===== src/rtl/dmem_arbiter_if.sv =====
// Purpose : bundles both requester ports and the data-memory port of dmem_arbiter.
// Latency : n/a (wires only).
// Backpres: n/a; the requester holds req/we/addr/wdata until its gnt pulse.
// Ports   : req/we/addr/wdata in, gnt/rvalid/wack/rdata out per requester;
//           mem_addr/mem_write_data/mem_write/mem_read out, mem_read_data in.
interface dmem_arbiter_if #(
  parameter int DW = 19,
  parameter int AW = 4
);
  logic          req0;
  logic          req1;
  logic          we0;
  logic          we1;
  logic [AW-1:0] addr0;
  logic [AW-1:0] addr1;
  logic [DW-1:0] wdata0;
  logic [DW-1:0] wdata1;

  logic          gnt0;
  logic          gnt1;
  logic          rvalid0;
  logic          rvalid1;
  logic          wack0;
  logic          wack1;
  logic [DW-1:0] rdata;

  logic [AW-1:0] mem_addr;
  logic [DW-1:0] mem_write_data;
  logic          mem_write;
  logic          mem_read;
  logic [DW-1:0] mem_read_data;

  // Arbiter side.
  modport slave (
    input  req0, req1, we0, we1, addr0, addr1, wdata0, wdata1, mem_read_data,
    output gnt0, gnt1, rvalid0, rvalid1, wack0, wack1, rdata,
           mem_addr, mem_write_data, mem_write, mem_read
  );

  // Requester plus memory side.
  modport master (
    output req0, req1, we0, we1, addr0, addr1, wdata0, wdata1, mem_read_data,
    input  gnt0, gnt1, rvalid0, rvalid1, wack0, wack1, rdata,
           mem_addr, mem_write_data, mem_write, mem_read
  );
endinterface


===== src/rtl/dmem_arbiter.sv =====
// Purpose : round-robin arbiter giving two requesters access to one data memory.
// Latency : gnt at N, memory access at N+1, rvalid/wack at N+2, next gnt at N+3 earliest.
// Backpres: one transaction in flight; requests are held off by withholding gnt.
// Ports   : clk, reset (sync, active low), bus (dmem_arbiter_if.slave).
// DW/AW must match the parameters of the connected interface instance.
module dmem_arbiter #(
  parameter int DW = 19,
  parameter int AW = 4
) (
  input  logic           clk,
  input  logic           reset,
  dmem_arbiter_if.slave  bus
);

  typedef enum logic [1:0] {
    IDLE   = 2'd0,
    ACCESS = 2'd1,
    RESP   = 2'd2
  } state_t;

  state_t        state;
  state_t        state_nxt;

  logic          last;        // last winner; 1 after reset so requester 0 wins the first tie
  logic          cur_id;      // requester owning the transaction in flight
  logic          cur_we;
  logic [AW-1:0] mem_addr_q;  // doubles as the captured address
  logic [DW-1:0] mem_wdata_q; // doubles as the captured write data
  logic [DW-1:0] rdata_q;

  logic          grant;
  logic          win1;
  logic          win_we;
  logic          gnt0;
  logic          gnt1;
  logic          rvalid0;
  logic          rvalid1;
  logic          wack0;
  logic          wack1;
  logic          mem_read;
  logic          mem_write;

  always_ff @(posedge clk) begin
    if (!reset) state <= IDLE;
    else        state <= state_nxt;
  end

  always_comb begin
    state_nxt = state;
    grant     = 1'b0;
    rvalid0   = 1'b0;
    rvalid1   = 1'b0;
    wack0     = 1'b0;
    wack1     = 1'b0;
    mem_read  = 1'b0;
    mem_write = 1'b0;
    // On a tie the requester that did not win last time goes next.
    win1      = (bus.req0 && bus.req1) ? ~last : bus.req1;
    win_we    = win1 ? bus.we1 : bus.we0;
    case (state)
      IDLE: begin
        // Gate with reset so no grant appears while reset is asserted.
        if (reset && (bus.req0 || bus.req1)) begin
          grant     = 1'b1;
          state_nxt = ACCESS;
        end
      end
      ACCESS: begin
        mem_read  = ~cur_we;
        mem_write = cur_we;
        state_nxt = RESP;
      end
      RESP: begin
        rvalid0   = ~cur_we & ~cur_id;
        rvalid1   = ~cur_we &  cur_id;
        wack0     =  cur_we & ~cur_id;
        wack1     =  cur_we &  cur_id;
        state_nxt = IDLE;
      end
      default: state_nxt = IDLE;
    endcase
    gnt0 = grant & ~win1;
    gnt1 = grant &  win1;
  end

  always_ff @(posedge clk) begin
    if (!reset) begin
      last        <= 1'b1;
      cur_id      <= 1'b0;
      cur_we      <= 1'b0;
      mem_addr_q  <= '0;
      mem_wdata_q <= '0;
      rdata_q     <= '0;
    end else begin
      if (grant) begin
        last       <= win1;
        cur_id     <= win1;
        cur_we     <= win_we;
        mem_addr_q <= win1 ? bus.addr1 : bus.addr0;
        // Only writes update the data bus so it keeps the last written value.
        if (win_we) mem_wdata_q <= win1 ? bus.wdata1 : bus.wdata0;
      end
      if (state == ACCESS && !cur_we) rdata_q <= bus.mem_read_data;
    end
  end

  assign bus.gnt0           = gnt0;
  assign bus.gnt1           = gnt1;
  assign bus.rvalid0        = rvalid0;
  assign bus.rvalid1        = rvalid1;
  assign bus.wack0          = wack0;
  assign bus.wack1          = wack1;
  assign bus.rdata          = rdata_q;
  assign bus.mem_addr       = mem_addr_q;
  assign bus.mem_write_data = mem_wdata_q;
  assign bus.mem_read       = mem_read;
  assign bus.mem_write      = mem_write;

endmodule


===== src/flat_wrapper.sv =====
// flat-port wrapper written by rule: the top's interface ports become plain ports
module dmem_arbiter_flat 
#(
  parameter int DW = 19,
  parameter int AW = 4
)
  (clk, reset, bus_req0, bus_req1, bus_we0, bus_we1, bus_addr0, bus_addr1, bus_wdata0, bus_wdata1, bus_mem_read_data, bus_gnt0, bus_gnt1, bus_rvalid0, bus_rvalid1, bus_wack0, bus_wack1, bus_rdata, bus_mem_addr, bus_mem_write_data, bus_mem_write, bus_mem_read);
  dmem_arbiter_if #(.DW(DW), .AW(AW)) bus_i ();
  input  logic clk;
  input  logic reset;
  input wire logic [$bits(bus_i.req0)-1:0] bus_req0;
  input wire logic [$bits(bus_i.req1)-1:0] bus_req1;
  input wire logic [$bits(bus_i.we0)-1:0] bus_we0;
  input wire logic [$bits(bus_i.we1)-1:0] bus_we1;
  input wire logic [$bits(bus_i.addr0)-1:0] bus_addr0;
  input wire logic [$bits(bus_i.addr1)-1:0] bus_addr1;
  input wire logic [$bits(bus_i.wdata0)-1:0] bus_wdata0;
  input wire logic [$bits(bus_i.wdata1)-1:0] bus_wdata1;
  input wire logic [$bits(bus_i.mem_read_data)-1:0] bus_mem_read_data;
  output wire logic [$bits(bus_i.gnt0)-1:0] bus_gnt0;
  output wire logic [$bits(bus_i.gnt1)-1:0] bus_gnt1;
  output wire logic [$bits(bus_i.rvalid0)-1:0] bus_rvalid0;
  output wire logic [$bits(bus_i.rvalid1)-1:0] bus_rvalid1;
  output wire logic [$bits(bus_i.wack0)-1:0] bus_wack0;
  output wire logic [$bits(bus_i.wack1)-1:0] bus_wack1;
  output wire logic [$bits(bus_i.rdata)-1:0] bus_rdata;
  output wire logic [$bits(bus_i.mem_addr)-1:0] bus_mem_addr;
  output wire logic [$bits(bus_i.mem_write_data)-1:0] bus_mem_write_data;
  output wire logic [$bits(bus_i.mem_write)-1:0] bus_mem_write;
  output wire logic [$bits(bus_i.mem_read)-1:0] bus_mem_read;
  assign bus_i.req0 = bus_req0;
  assign bus_i.req1 = bus_req1;
  assign bus_i.we0 = bus_we0;
  assign bus_i.we1 = bus_we1;
  assign bus_i.addr0 = bus_addr0;
  assign bus_i.addr1 = bus_addr1;
  assign bus_i.wdata0 = bus_wdata0;
  assign bus_i.wdata1 = bus_wdata1;
  assign bus_i.mem_read_data = bus_mem_read_data;
  assign bus_gnt0 = bus_i.gnt0;
  assign bus_gnt1 = bus_i.gnt1;
  assign bus_rvalid0 = bus_i.rvalid0;
  assign bus_rvalid1 = bus_i.rvalid1;
  assign bus_wack0 = bus_i.wack0;
  assign bus_wack1 = bus_i.wack1;
  assign bus_rdata = bus_i.rdata;
  assign bus_mem_addr = bus_i.mem_addr;
  assign bus_mem_write_data = bus_i.mem_write_data;
  assign bus_mem_write = bus_i.mem_write;
  assign bus_mem_read = bus_i.mem_read;
  dmem_arbiter #(.DW(DW), .AW(AW)) u_core (.clk(clk), .reset(reset), .bus(bus_i));
endmodule

===== config.mk =====
export PLATFORM = sky130hd
export DESIGN_NAME = dmem_arbiter_flat
export DESIGN_NICKNAME = d
export VERILOG_FILES = /design/src/rtl/dmem_arbiter_if.sv /design/src/rtl/dmem_arbiter.sv /design/src/flat_wrapper.sv
export SDC_FILE = /design/constraint.sdc
export NUM_CORES = 1
export LEC_CHECK = 0
export ABC_AREA = 1
export ABC_CLOCK_PERIOD_IN_PS = 4600
export BUFFER_PORTS_ARGS = -buffer_cell sky130_fd_sc_hd__clkbuf_2
export CAP_MARGIN = 20
export CELL_PAD_IN_SITES_DETAIL_PLACEMENT = 0
export CELL_PAD_IN_SITES_GLOBAL_PLACEMENT = 2
export CORE_ASPECT_RATIO = 1.2
export CORE_UTILIZATION = 22
export CTS_CLUSTER_SIZE = 40
export DETAILED_ROUTE_END_ITERATION = 10
export GPL_TIMING_DRIVEN = 1
export PLACE_DENSITY_LB_ADDON = 0.1
export SLEW_MARGIN = 25
export SYNTH_ARGS = -nofsm -noshare
export SYNTH_HDL_FRONTEND = slang
export SYNTH_SLANG_ARGS = --single-unit

===== constraint.sdc =====
create_clock -name clk -period 4.6 [get_ports clk]
set_input_delay 1.38 -clock clk [delete_from_list [all_inputs] [get_ports clk]]
set_output_delay 1.38 -clock clk [all_outputs]
set_load 0.01 [all_outputs]

After elaboration in Yosys (flattened, before gate mapping)
Index checks and enable logic that the tools add are counted.
{ "op_classes": {"eq_ne": 3, "mux": 14, "bitwise_logic": 10, "n_reduce_logical": 7} }
{ "op_table": {"columns": ["op", "n"], "rows": [
  ["$mux 19", 1],
  ["$mux 1", 10],
  ["$and 1x1->1", 6],
  ["$mux 4", 1],
  ["$not 1->1", 4],
  ["$pmux 2 s2", 1],
  ["$logic_and 1x1->1", 3],
  ["$eq 2x1->1 const B", 1],
  ["$eq 2x2->1 const B", 1],
  ["$logic_not 2->1", 1],
  ["$mux 2", 1],
  ["$ne 2x1->1 const B", 1],
  ["$reduce_and 2->1", 1],
  ["$logic_not 1->1", 1],
  ["$logic_or 1x1->1", 1]
]} }
{ "word_totals": {"regBits": 47, "input_bits": 71, "out_inout_bits": 50} }

Longest topological paths before layout
{ "depth": {"ltp_word": 5, "depth_mapped": 9} }

Worst setup path after synthesis
No wires, ideal clock.
{ "synth_timing": {"path_type": "input-to-output", "startpoint": "input bus_req0", "endpoint": "output bus_gnt0", "arrival_time_ns": 2.044, "t_required_ns": 3.220, "slack_ns": 1.176, "path_stages": 5, "path_cell_list": "nand2_1 -> nand2_1 -> inv_2 -> buf_2 -> nor2_1"} }
{ "synth_via": {"elab_chain_cells": 5} }
{ "synth_rtl": {"columns": ["item", "line_no", "rtl"], "rows": [
  ["start, declared", "flat_wrapper.sv:11", "input wire logic [$bits(bus_i.req0)-1:0] bus_req0;"],
  ["$logic_or 1x1->1", "dmem_arbiter.sv:63", "if (reset && (bus.req0 || bus.req1)) begin"],
  ["$logic_and 1x1->1", "dmem_arbiter.sv:63", null],
  ["$mux 1", "dmem_arbiter.sv:63", null],
  ["$mux 1", "dmem_arbiter.sv:60", "case (state)"],
  ["$and 1x1->1 (*)", "dmem_arbiter.sv:82", "gnt0 = grant & ~win1;"],
  ["end, declared", "flat_wrapper.sv:20", "output wire logic [$bits(bus_i.gnt0)-1:0] bus_gnt0;"]
]} }
Mark *: on every way between the ends. The rest lies on a longest branch, timed or not.

Worst setup path after layout
{ "layout_timing": {"startpoint": "input bus_req0", "endpoint": "output bus_gnt1"} }
{ "layout_via": {"elab_chain_cells": 5} }
{ "layout_rtl": {"columns": ["item", "line_no", "rtl"], "rows": [
  ["$logic_or 1x1->1", "dmem_arbiter.sv:63", null],
  ["$logic_and 1x1->1", "dmem_arbiter.sv:63", null],
  ["$mux 1", "dmem_arbiter.sv:63", null],
  ["$mux 1", "dmem_arbiter.sv:60", null],
  ["$and 1x1->1 (*)", "dmem_arbiter.sv:83", "gnt1 = grant & win1;"],
  ["end, declared", "flat_wrapper.sv:21", "output wire logic [$bits(bus_i.gnt1)-1:0] bus_gnt1;"]
]} }
Marks and branches as above.

==> flow_summary.toml <==
[outcome]
outcome = "finished, final reports clean"

[synth]
postSynthCellCount = 331
syn_nets = 402
synth_top_area_share_pct = 45.2
netlist_area_um2 = 2080
yosysTopAreaCell = "dfxtp_1"
yosys-top-cells-area = "dfxtp_1, nand2_1, nor2_1, a21oi_1, inv_1"
seq_area_frac_synth_pct = 45.2
yosys.cell_types.count = 14
yosys_warnings = 0
ys_ff_latch = 47
avgSynthCellArea_um2 = 6.29

[cts]
postCtsResizedCells = 0
insertion_delay_ns = 0.29
h-tree-depth = 2
cts_buffer_depth = 2
cts_buffers = 5
cts_tree = "done"
cts.clk_slew.worst_paths_ns = 0.08
ctsHoldBuffers = 0
clockRootBuffer = "clkbuf_8"
clkSinkCount = 47
post_cts_buffers = 0

[setup_path]
criticalPathCategory = "input port to output port"
max_stage_delay_ns = 0.33
cp.required_ns = 3.22
cp_common_cell = "nand2_1"
crit_chain = "clkbuf_2 -> nand2_1 -> nand2_1 -> inv_2 -> nand2_1 -> inv_1 -> clkbuf_2"
r2r_slack_ns = 3.04
cp_slowest_cell = "inv_2"
cp_max_fo = 25
end_kind = "output port"
crit_family = "buffers and inverters"
cp-start-kind = "input port"
path_buf_inv = 4
cp_data_arrival_time_ns = 2.29

[route]
finalWirelength_mm = 6.09
via_per_inst = 3.96
vias = 2242
wl_per_cell_um = 10.8
dr.first_iter.drc_count = 44
ant_nets = 0
drc = 0
firstDrtPassIters = 4

[job]
drv_cap = 0

[placed_design]
gp_congestion = 0.679
post-dp-hpwl_mm = 4.44
io_buffers = 120

[timing]
max_freq_ghz = 0.273
tightest_slew_ns = 0.858
maxSlewHeadroom_pct = 42.7
period_share_pct = 79.8
slew_viol_final = 0
hold_violations = 0
fin_skew_ns = 0.00385
rsz0062_at_grt = "no"
min_period_ns = 3.67
setup_tns_ns = 0
setup_viol = 0

[pwr]
powerDensity_nw_per_um2 = 309
p_leak_uw = 0.00161
ir_worst_vdd_v = 0.000130
total_power_uw = 887

[die]
die_h_um = 109
start_util_pct = 22.8
fp-row-count = 38
dieWidth_um = 90.8
core_area_um2 = 9130
die_area_um2 = 9860
io_pins = 121

[global_route]
grt_antenna_before_repair = 0
overflow = 0
grt_pass1_vias = 2052
grt_pass1_wl_mm = 9.86
grt_usage_pct = 12.6
grt_max_degree = 40

[layout]
antennaDiodeCount = 0
syn_to_final_growth_pct = 37.7
nNetsFinal = 517
drive_gt1_share_pct = 30.0

[min_path]
hp-class = "flip-flop to flip-flop"
cell type report:
cell class | instances | area (µm²)
fillers | 1098 | 6260
multi-input cells | 240 | 953
flip-flops and latches | 47 | 941
repair buffers | 124 | 631
well taps | 120 | 150
inverters | 28 | 105
clock buffers | 6 | 82.6
clock inverters | 1 | 5.00
power breakdown:
part,switching (µW),internal (µW)
clock network,137,118
logic,108,74.3
registers,14.5,435
total,259,628
flip-flops by register name (all words and copies together) (netlist names):
name,count
u_core.cur_we,1
u_core.state,2
u_core.bus.mem_addr,4
u_core.last,1
u_core.bus.mem_write_data,19
u_core.bus.rdata,19
u_core.cur_id,1
per-stage QoR:
| step | utilization (%) | hold WS, ns | cells | worst slack (ns) | cell area, µm² |
|---|---|---|---|---|---|
| global route | 31.4 | 0.479 | 566 | 0.783 | 2870 |
| finish | 31.4 | 0.468 | 566 | 0.931 | 2870 |
| detailed placement | 30.5 | 0.457 | 559 | 0.879 | 2780 |
| CTS | 31.4 | 0.471 | 566 | 0.874 | 2870 |
| floorplan | - | 0.429 | 331 | 1.18 | 2080 |
| global placement | 30.5 | 0.452 | 559 | 0.896 | 2780 |
tightest hold or removal path: stages (launching register included):
cell and delay, ns:
dfxtp_1 0.32, nand2_1 0.06, a21oi_1 0.05
cell families (layout without fill, tap and decap cells):
| kind of cell | after synthesis | in the layout | synth area share (%) |
|---|---|---|---|
| buffers and inverters | 44 | 159 | 9.07 |
| AOI/OAI and AO/OA | 25 | 25 | 6.19 |
| and+or+nand+nor | 215 | 215 | 39.6 |
| DFF | 47 | 47 | 45.2 |
synthesized netlist by cell type:
| cell type | count |
|---|---|
| inv_1 | 27 |
| nor2_1 | 43 |
| nand3_1 | 4 |
| inv_2 | 1 |
| nand2_1 | 163 |
| a21oi_1 | 23 |
| nor3_1 | 4 |
| buf_6 | 2 |
| o21ai_0 | 1 |
| dfxtp_1 | 47 |
| buf_2 | 7 |
| a21oi_2 | 1 |
| nor2_4 | 1 |
| clkbuf_1 | 7 |
worst paths after layout:
check	start	end	cells past startpoint
max reg2reg	u_core.cur_we	u_core.bus.rdata[3]	6
max	bus_req0	bus_gnt1	7
min reg2reg	u_core.bus.rdata[7]	u_core.bus.rdata[7]	2
min	u_core.bus.rdata[7]	u_core.bus.rdata[7]	2
per-layer routing:
metal  vias to the layer above  routed length (µm)  GRT usage (%)  part of all wire (%)
li1                       1217                   -              -                     -
met1                       943                2750           15.5                    45
met2                        78                2830           21.4                    46
met3                         4                 457           3.80                   7.5
met4                         0                  52           3.40                  0.85
met5                         -                   0              0                     0
cell usage in the layout, fill, tap and decap left out:
cell / n
a21oi_1: 23
nand3_1: 4
o21ai_0: 1
nand2_1: 163
clkbuf_2: 120
nor3_1: 4
buf_4: 4
inv_1: 27
clkinv_2: 1
a21oi_2: 1
clkbuf_8: 6
inv_2: 1
nor2_1: 43
dfxtp_1: 47
nor2_4: 1
(Power assumes the default switching activity.)
